## config.mk

```make
export PLATFORM = sky130hd
export DESIGN_NAME = ifu_display_top
export DESIGN_NICKNAME = d
export VERILOG_FILES = /design/src/rtl/ifu_display_top.sv
export SDC_FILE = /design/constraint.sdc
export NUM_CORES = 1
export LEC_CHECK = 0
export BUFFER_PORTS_ARGS = -buffer_cell sky130_fd_sc_hd__buf_2
export CAP_MARGIN = 20
export CORE_MARGIN = 2
export CORE_UTILIZATION = 36
export DETAILED_ROUTE_END_ITERATION = 8
export GPL_TIMING_DRIVEN = 0
export SYNTH_ARGS = -nofsm -noshare
export SYNTH_HDL_FRONTEND = slang
export SYNTH_SLANG_ARGS = --single-unit
export TNS_END_PERCENT = 30
```

## constraint.sdc

```tcl
create_clock -name Clk -period 3.1 [get_ports Clk]
set_input_delay 0.93 -clock Clk [delete_from_list [all_inputs] [get_ports Clk]]
set_output_delay 0.93 -clock Clk [all_outputs]
set_load 0.01 [all_outputs]
```

## src/rtl/ifu_display_top.sv

```systemverilog
// Fetch unit (PC, +4, word ROM) stepped by a divided enable, shown on an 8-digit 7-seg scan.
// Define IFU_SHOW_PC_EN to show PC[15:0] on digits 7..4 and instruction[15:0] on 3..0.
module ifu_display_top #(
  parameter int CLK_DIV     = 50_000_000,
  parameter int REFRESH_DIV = 100_000,
  parameter int IMEM_DEPTH  = 128
) (
  input  logic       Clk,
  input  logic       Rst,
  output logic [6:0] out7,
  output logic [7:0] en_out
);

  localparam int FW = (CLK_DIV > 1) ? $clog2(CLK_DIV) : 1;
  localparam int RW = (REFRESH_DIV > 1) ? $clog2(REFRESH_DIV) : 1;
  localparam int AW = (IMEM_DEPTH > 1) ? $clog2(IMEM_DEPTH) : 1;

  logic [FW-1:0] fcnt_q, fcnt_d;
  logic [RW-1:0] rcnt_q, rcnt_d;
  logic [AW-1:0] idx_q, idx_d;
  logic [2:0]    k_q, k_d;
  logic [6:0]    seg_q, seg_d;
  logic [7:0]    en_q, en_d;

  logic          ftick;
  logic          rtick;
  logic [31:0]   instr;
  logic [31:0]   src;
  logic [3:0]    nib;

  // PC is idx_q with two zero LSBs; the ROM holds word i = i*3
  always_comb begin
    instr = 32'(idx_q) * 32'd3;
`ifdef IFU_SHOW_PC_EN
    src = {16'({idx_q, 2'b00}), instr[15:0]};
`else
    src = instr;
`endif
    nib = src[{k_q, 2'b00} +: 4];
  end

  always_comb begin
    ftick  = (fcnt_q == FW'(CLK_DIV - 1));
    rtick  = (rcnt_q == RW'(REFRESH_DIV - 1));
    fcnt_d = ftick ? '0 : fcnt_q + FW'(1);
    rcnt_d = rtick ? '0 : rcnt_q + RW'(1);
    idx_d  = idx_q;
    if (ftick) begin
      idx_d = (idx_q == AW'(IMEM_DEPTH - 1)) ? '0 : idx_q + AW'(1);
    end
    k_d    = rtick ? k_q + 3'd1 : k_q;
    en_d   = ~(8'b1 << k_q);
  end

  always_comb begin
    seg_d = 7'h40;
    unique case (nib)
      4'h0: seg_d = 7'h40;
      4'h1: seg_d = 7'h79;
      4'h2: seg_d = 7'h24;
      4'h3: seg_d = 7'h30;
      4'h4: seg_d = 7'h19;
      4'h5: seg_d = 7'h12;
      4'h6: seg_d = 7'h02;
      4'h7: seg_d = 7'h78;
      4'h8: seg_d = 7'h00;
      4'h9: seg_d = 7'h10;
      4'hA: seg_d = 7'h08;
      4'hB: seg_d = 7'h03;
      4'hC: seg_d = 7'h46;
      4'hD: seg_d = 7'h21;
      4'hE: seg_d = 7'h06;
      4'hF: seg_d = 7'h0E;
      default: seg_d = 7'h40;
    endcase
  end

  always_ff @(posedge Clk or negedge Rst) begin
    if (!Rst) begin
      fcnt_q <= '0;
      rcnt_q <= '0;
      idx_q  <= '0;
      k_q    <= '0;
      seg_q  <= 7'h40;
      en_q   <= 8'hFE;
    end else begin
      fcnt_q <= fcnt_d;
      rcnt_q <= rcnt_d;
      idx_q  <= idx_d;
      k_q    <= k_d;
      seg_q  <= seg_d;
      en_q   <= en_d;
    end
  end

  assign out7   = seg_q;
  assign en_out = en_q;

endmodule

```

Yosys cells after proc, flatten, opt, wreduce, memory -nomap -nowiden
Memory sizes are Yosys's and may differ from the RTL's. A register that Yosys moved wholly into a read port is not among the register bits.
Cells that the tools add are included.
Storage, ports and cells
  register bits: 61
  memory bits (read-only): 112
  input port bits: 2
  output and inout port bits: 15
  memories kept: 1
Operators by class
  $add $sub $neg: 4
  multipliers: 1
  equality and inequality tests: 3
  shifts and indexed selects: 2
  mux-type cells: 3
  bitwise logic cells: 1
  reductions and logical operators: 1
Memories
  (name not given): words 16, bits a word 7, rd ports 1, clocked after Yosys merged registers in 1, wr ports 0, line 57  | unique case (nib)
Operator list (number)
  $shiftx A32 B6 Y4: 1
  $add A26 B1 Y26 const B: 1
  $eq A26 B26 Y1 const B: 1
  $mux W26: 1
  $add A17 B1 Y17 const B: 1
  $eq A17 B17 Y1 const B: 1
  $mux W17: 1
  $mul A7 B2 Y9 const B: 1
  $not A8 Y8: 1
  $shl A1 B3 Y8 const A: 1
  $add A7 B1 Y7 const B: 1
  $eq A7 B7 Y1 const B: 1
  $mux W7: 1
  $add A3 B1 Y3 const B: 1
  $logic_not A1 Y1: 1

Longest topological paths before layout
Gate-level depths: netlist of the first run.
  word-level depth: 2
  depth in mapped cells: 11

Least setup slack after synthesis of the first run
OpenSTA, ideal clock, no wires.
  kind: flip-flop to flip-flop
  start: reg idx_q[0]
  end: reg seg_q[3], in the netlist out7[3]
  setup time: 135 ps
  arrival: 2622 ps
  required time: 2965 ps
  slack: 343 ps
  cell stages (with the launch flop): 11
  clock period less this slack: 2757 ps
  cells stage by stage: dfrtp_1 -> ha_1 -> fa_1 -> a21o_1 -> a211oi_1 -> nor3_1 -> a31oi_1 -> inv_1 -> ha_1 -> a211oi_1 -> a31oi_1
On the way
  cells in the longest elaborated chain, start to end: 2
Ends and longest elaborated chain
  start: declaration: line 20  | logic [AW-1:0] idx_q, idx_d;
  start signal: assignment: line 89  | idx_q <= idx_d;
  $mul A7 B2 Y9: line 33  | instr = 32'(idx_q) * 32'd3;
  $shiftx A32 B6 Y4: line 39  | nib = src[{k_q, 2'b00} +: 4];
  end: declaration: line 22  | logic [6:0] seg_q, seg_d;
No other way between the ends.
A chain may end at the register's enable or synchronous reset.

Final worst setup path of the first run
  start: reg idx_q[2]
  end: reg seg_q[3], in the netlist out7[3]
Same word-level chain as after synthesis.

==> out/metrics.yaml, run 1 <==
syn-num-nets: 368
crit_required_ns: 3.33
syn-cell-area_mm2: 0.003578
async_flop_share_pct: 100.0
hold_buffers: 0
path_max_fanout: 8
ios: 17
yosys_register_bits: 68
max_freq_mhz: 349.7
dp_cells: 493
clkSlewWorstSetupHoldPaths_ns: 0.08
grt_max_degree: 69
cts.path.max_buffers: 2
cts_tree: "built"
synth_edf_count: 0
drive_gt1_share_pct: 16.09
rsz0062_at_grt: "no"
vias_per_cell: 4.965
chipHeight_um: 103.7
insertion_delay_ns: 0.36
p_seq_share_pct: 51.3
tightest_slew_ns: 0.8346
dr.pass1.iters: 4
drc: 0
ys_top_cells_by_count: "dfrtp_1 (60), nor2_1 (36), nand2_1 (33)"
placed_area_mm2: 0.003827
p_leak_nw: 1.834
grt_pass1_wl_mm: 11.45
wl_per_cell_um: 12.74
maxCapViolCount: 0
startpoint_type: "register"
maxSlewViolCount: 0
final_cell_area_mm2: 0.004083
start_util_pct: 36.78
relSlewSlack_pct: 44.36
antenna_left: 0
power.density_mw_per_mm2: 423.1
first_iter_violations: 99
internal-power_mw: 1.344
min_period_ns: 2.859
status: "finished clean"
stdcell_count: 512
placementRows: 36
io_buffers: 16
cp.arrival_ns: 3.09
grt-ovfl-total: 0
core_area_mm2: 0.009729
switching_power_mw: 0.3838
synth_cell_types: 57
setup_slack_ns: 0.2406
p_clk_share_pct: 47.7
antenna_cells: 0
ys_top_cells_by_area: "dfrtp_1 (42%), ha_1 (7.3%), dfstp_2 (5.9%), xnor2_1 (5.4%), xor2_1 (3.9%)"
grt_pass1_vias: 2456
antenna_found_initial: 0
end_kind: "register"
utilization_pct: 41.96
synth_top_area_share_pct: 41.96
clock_skew_ns: 0.008611
pre_cts_ws_ns: -0.1059
die_width_um: 103.7
wl_mm: 6.522
ctsHtreeMaxLevel: 3
fin_crit_sh_pct: 92.24
dp.final_hpwl_mm: 4.431
cts_root_buffer: "clkbuf_8"
ys_dominant_reg_cell: "dfrtp_1"
nets: 398
cts.sinks: 68
synth_area_leader_cell: "dfrtp_1"
die_area_mm2: 0.01075
yosys.cell_count.top_type: "dfrtp_1"
syn_to_final_growth_pct: 14.09
cts_buffers: 9
synth-seq-area-share_pct: 47.83
hold-worst-slack_ns: 0.4743
routabilityCongestion: 0.8262
p_comb_share_pct: 1.0
syn-mean-instance-area_um2: 10.40
hp-class: "reg2reg"
crit_type: "reg2reg"
hold_viol: 0
setup_violations: 0
irDropWorstVdd_mv: 0.1528
dr_total_vias: 2542
yosysWarningCount: 0
grt_usage_pct: 13.04
synthCells: 344
p_sw_share_pct: 22.21
-- flip-flops by register name (all words and copies together) (netlist names) --
name	cells
en_out	8
rcnt_q	17
out7	7
idx_q	7
fcnt_q	26
k_q	3
-- routing by layer --
| metal | vias up | GRT usage [%] | wire length, µm |
|---|---|---|---|
| met2 | 28 | 20.15 | 3007 |
| met1 | 1234 | 17.28 | 3172 |
| met4 | 0 | 6.660 | 154 |
| met3 | 12 | 2.832 | 188 |
| met5 | - | 0 | 0 |
| li1 | 1268 | - | - |
-- metrics by stage --
step	total power, mW	setup TNS (ns)
final	1.728	0
after global placement	0.9219	-0.1615
after CTS	1.753	0
after global routing	1.793	0
after detailed placement	0.9227	-0.2485
after floorplan	0.9042	0
-- final timing paths --
check | startpoint | end | slack, ns | cells after the start
min | fcnt_q[4]$_DFF_PN0_ | fcnt_q[4]$_DFF_PN0_ | 0.47 | 1
min in group asynchronous | Rst | rcnt_q[0]$_DFF_PN0_ | 0.67 | 1
min reg2reg | fcnt_q[4]$_DFF_PN0_ | fcnt_q[4]$_DFF_PN0_ | 0.47 | 1
max | idx_q[2]$_DFFE_PN0N_ | out7[3]$_DFF_PN0_ | 0.24 | 10
max in group asynchronous | Rst | fcnt_q[13]$_DFF_PN0_ | 1.89 | 1
max reg2reg | idx_q[2]$_DFFE_PN0N_ | out7[3]$_DFF_PN0_ | 0.24 | 10
-- power groups by stage --
stage          sequential [mW]  clock [mW]  combinational [mW]
2_1_floorplan            0.904           0         0.000000766
3_3_place_gp             0.904           0              0.0180
3_5_place_dp             0.904           0              0.0188
4_1_cts                  0.887       0.847              0.0191
5_1_grt                  0.887       0.886              0.0209
6_report                 0.887       0.824              0.0169
-- placed cells by master, fill, tap and decap left out, types with 3 or more instances in the layout --
cell	n
clkbuf_8	9
nor2_1	36
and4_1	5
o21ai_0	12
and3_1	7
a211oi_1	3
nor4b_1	3
a21o_1	4
mux2i_1	4
buf_2	18
xnor2_1	22
nor2b_1	4
inv_1	13
xor2_1	16
nand2_1	33
buf_4	5
nand3_1	20
dfrtp_1	60
nand2b_1	3
a21oi_1	6
nand4_1	10
dfstp_2	8
nor3_1	8
clkinvlp_4	3
ha_1	20
-- cell type report --
| type | instances | area [µm²] |
|---|---|---|
| clock buffers | 9 | 123.9 |
| repair buffers | 19 | 105.1 |
| clock inverters | 7 | 100.1 |
| multi-input cells | 257 | 1782 |
| fillers | 959 | 5647 |
| well taps | 133 | 166.4 |
| plain buffers | 6 | 45.04 |
| flip-flops and latches | 68 | 1712 |
| inverters | 13 | 48.80 |
-- kinds of logic (layout without fill, tap and decap cells) --
logic type,count (synthesis),count (layout),share of synthesized area (%)
multiplexers,5,5,1.434
AND/OR/NAND/NOR,146,146,22.13
adder cells (fa/ha/maj),22,22,7.902
AO/OA/AOI/OAI,46,46,8.777
buffers and inverters,19,54,2.622
flip-flops,68,68,47.83
XOR/XNOR,38,38,9.300
-- worst max-delay path, stage by stage (launching register included) --
cell      delay [ns]
dfrtp_1         0.45
ha_1            0.22
buf_2           0.17
a211oi_2        0.37
o211a_1         0.21
a21oi_1         0.06
a31oi_1         0.41
inv_1           0.20
ha_1            0.34
a211oi_1        0.23
a31oi_1         0.07
-- what timing repair did --
action / CTS / global route
setup endpoints to repair: 5 / 5
resized for setup: 1 / 1
hold endpoints to repair: 0 / 0
buffers inserted: 0 / 3
pin swaps: 0 / 0
Power figures use the tool's default switching activity.
==> run 2: changes to the inputs <==
CORE_UTILIZATION = 35   (was 36)
==> run 2 against run 1 <==
  * Critical path depth up 2
  * Maximum frequency shrank 0.17%
  * Die area up 2.7%
  * Cell area fell by 0.58%
  * Worst hold slack improved by 0.0063 ns
  * Count of clock-buffer cells in the layout is 1 higher
  * Worst setup slack got worse by 0.0049 ns
  * Power decreased by 3.4%
  * Global-route usage fell by 0.42 points
  * Non-clock buffer count shrank 1
  * Critical path type unchanged
  * Largest power group unchanged
==> out/metrics.yaml, run 2 (synthesis results as in run 1) <==
clock_skew_ns: 0.01021  # +0.001603 ns
min_period_ns: 2.864  # +0.004946 ns
grt.busiest_layer: "met2"
wl_per_cell_um: 12.62  # -0.91%
final_common_cell: "dfrtp_1"
status: "finished clean"
n_fill_cell: 958  # -0.10%
relSlewSlack_pct: 44.14  # -0.22 points
hold_viol: 0  # unchanged
maxCapViolCount: 0  # unchanged
grtUsageMet2_pct: 18.51  # -1.6 points
cts_root_buffer: "clkbuf_8"
die_area_mm2: 0.01105  # +2.7%
cts.sinks: 68  # unchanged
chipHeight_um: 105.1  # +1.4%
grt_pass1_vias: 2387  # -2.8%
cts.path.max_buffers: 2  # unchanged
drive_gt1_share_pct: 15.61  # -0.49 points
insertion_delay_ns: 0.35  # about the same
crit_start: "idx_q[0]$_DFFE_PN0N_"
p_clk_share_pct: 45.8  # -1.9 points
p_sw_share_pct: 22.81  # +0.59 points
startpoint_type: "register"
antenna_cells: 0  # unchanged
first_iter_violations: 89  # -10%
routabilityCongestion: 0.8285  # +0.28%
wl_mm: 6.450  # -1.1%
die_width_um: 105.1  # +1.4%
hold-worst-slack_ns: 0.4805  # +0.006253 ns
ctsHtreeMaxLevel: 3  # unchanged
cp.arrival_ns: 3.14  # +0.05 ns
tightest_slew_ns: 0.8379  # +0.003337 ns
antenna_left: 0  # unchanged
dp.final_hpwl_mm: 4.430  # about the same
mostFrequentLayoutCells: "dfrtp_1 (60), nor2_1 (36), nand2_1 (33)"
syn_to_final_growth_pct: 13.43
setup_violations: 0  # unchanged
gr-usage-met3_pct: 3.182  # +0.35 points
hp-start: "fcnt_q[4]$_DFF_PN0_"
clkSlewWorstSetupHoldPaths_ns: 0.08  # about the same
dr.pass1.iters: 4  # unchanged
core_area_mm2: 0.009864  # +1.4%
internal-power_mw: 1.288  # -4.2%
cts_buffers: 9  # unchanged
grt_max_degree: 69  # unchanged
hold_buffers: 0  # unchanged
end_kind: "register"
grt_use_met1_pct: 17.60  # +0.32 points
switching_power_mw: 0.3805  # -0.85%
antenna_found_initial: 0  # unchanged
crit_type: "reg2reg"
power.density_mw_per_mm2: 411.0  # -2.9%
p_seq_share_pct: 53.2  # +1.9 points
path_max_fanout: 6  # -2
io_buffers: 16  # unchanged
grt-ovfl-total: 0  # unchanged
largest_register: "fcnt_q"
grt_pass1_wl_mm: 11.26  # -1.6%
crit_required_ns: 3.37  # +0.04 ns
placementRows: 36  # unchanged
start_util_pct: 36.28  # -0.50 points
fin_crit_sh_pct: 92.40  # +0.16 points
hp-class: "reg2reg"
reg2reg_from: "idx_q[0]$_DFFE_PN0N_"
irDropWorstVdd_mv: 0.2327  # +52%
dr_total_vias: 2565  # +0.90%
max_freq_mhz: 349.1  # -0.17%
vias_per_cell: 5.020  # +1.1%
grt_usage_pct: 12.62  # -0.42 points
maxSlewViolCount: 0  # unchanged
cts_tree: "built"
p_comb_share_pct: 1.0  # about the same
largest_register_ffs: 26  # unchanged
ios: 17  # unchanged
stdcell_count: 511  # -0.20%
drc: 0  # unchanged
dp_cells: 493  # unchanged
nets: 397  # -0.25%
rsz0062_at_grt: "no"
p_leak_nw: 1.834  # about the same
-- run 2: cell types whose count changed in the layout (fill, tap and decap cells not counted), sizes merged --
cell / delta
clkinvlp: -2
bufinv: -1
clkbuf: +1
clkinv: +2
buf: -1
-- run 2: final timing paths --
kind / end / slack (ns) / cells after the start
worst max-delay path: out7[3]$_DFF_PN0_ / 0.24 / 12
worst min-delay path: fcnt_q[4]$_DFF_PN0_ / 0.48 / 1
worst max register to register: out7[3]$_DFF_PN0_ / 0.24 / 12
worst min register to register: fcnt_q[4]$_DFF_PN0_ / 0.48 / 1
max in group asynchronous: fcnt_q[0]$_DFF_PN0_ / 1.87 / 1
min in group asynchronous: rcnt_q[3]$_DFF_PN0_ / 0.67 / 1
-- run 2: metrics by stage --
| stage | util [%] | cell area, µm² | setup slack (ns) | TNS [ns] | power, mW |
|---|---|---|---|---|---|
| final | 41.15 | 4059 | 0.2357 | 0 | 1.668 |
| after global routing | 41.15 | 4059 | 0.05732 | 0 | 1.744 |
| after CTS | 40.99 | 4044 | 0.1001 | 0 | 1.692 |
| after detailed placement | 38.80 | 3827 | -0.08238 | -0.2237 | 0.9227 |
| after global placement | 38.77 | 3825 | -0.06881 | -0.1373 | 0.9220 |
| after floorplan | - | 3578 | 0.3426 | 0 | 0.9042 |
-- run 2: metal layers --
metal | vias to the layer above | part of all wire, %
met2 | 39 | 45
li1 | 1268 | -
met5 | - | 0
met4 | 0 | 1.8
met3 | 10 | 3.1
met1 | 1248 | 50
-- run 2: power groups by stage --
stage / combinational [mW] / clock, mW / sequential, mW
floorplan: 0.000000766 / 0 / 0.904
global placement: 0.0180 / 0 / 0.904
detailed placement: 0.0188 / 0 / 0.904
CTS: 0.0189 / 0.786 / 0.887
global route: 0.0210 / 0.836 / 0.887
finish: 0.0170 / 0.764 / 0.887
-- run 2: cell type report --
| type | count | area (µm²) | share of cell area (%) |
|---|---|---|---|
| clock buffers | 10 | 137.6 | 3.391 |
| clock inverters | 6 | 72.57 | 1.788 |
| flip-flops and latches | 68 | 1712 | 42.17 |
| repair buffers | 18 | 97.59 | 2.404 |
| plain buffers | 6 | 45.04 | 1.110 |
| well taps | 133 | 166.4 | 4.100 |
| inverters | 13 | 48.80 | 1.202 |
| multi-input cells | 257 | 1779 | 43.83 |
-- run 2: worst max-delay path: stages (launching register included) --
cell and delay, ns:
dfrtp_1 0.45, ha_1 0.34, fa_1 0.46, a21o_1 0.18, a211oi_1 0.24, nor3_1 0.09
a31oi_2 0.26, buf_4 0.19, ha_1 0.19, inv_1 0.08, nor2_1 0.11, a211oi_1 0.05
a31oi_1 0.14
-- run 2: timing repair --
| action | CTS | global route |
|---|---|---|
| resized for setup | 1 | 0 |
| buffers inserted | 0 | 2 |
| endpoints found under the setup margin | 5 | 5 |
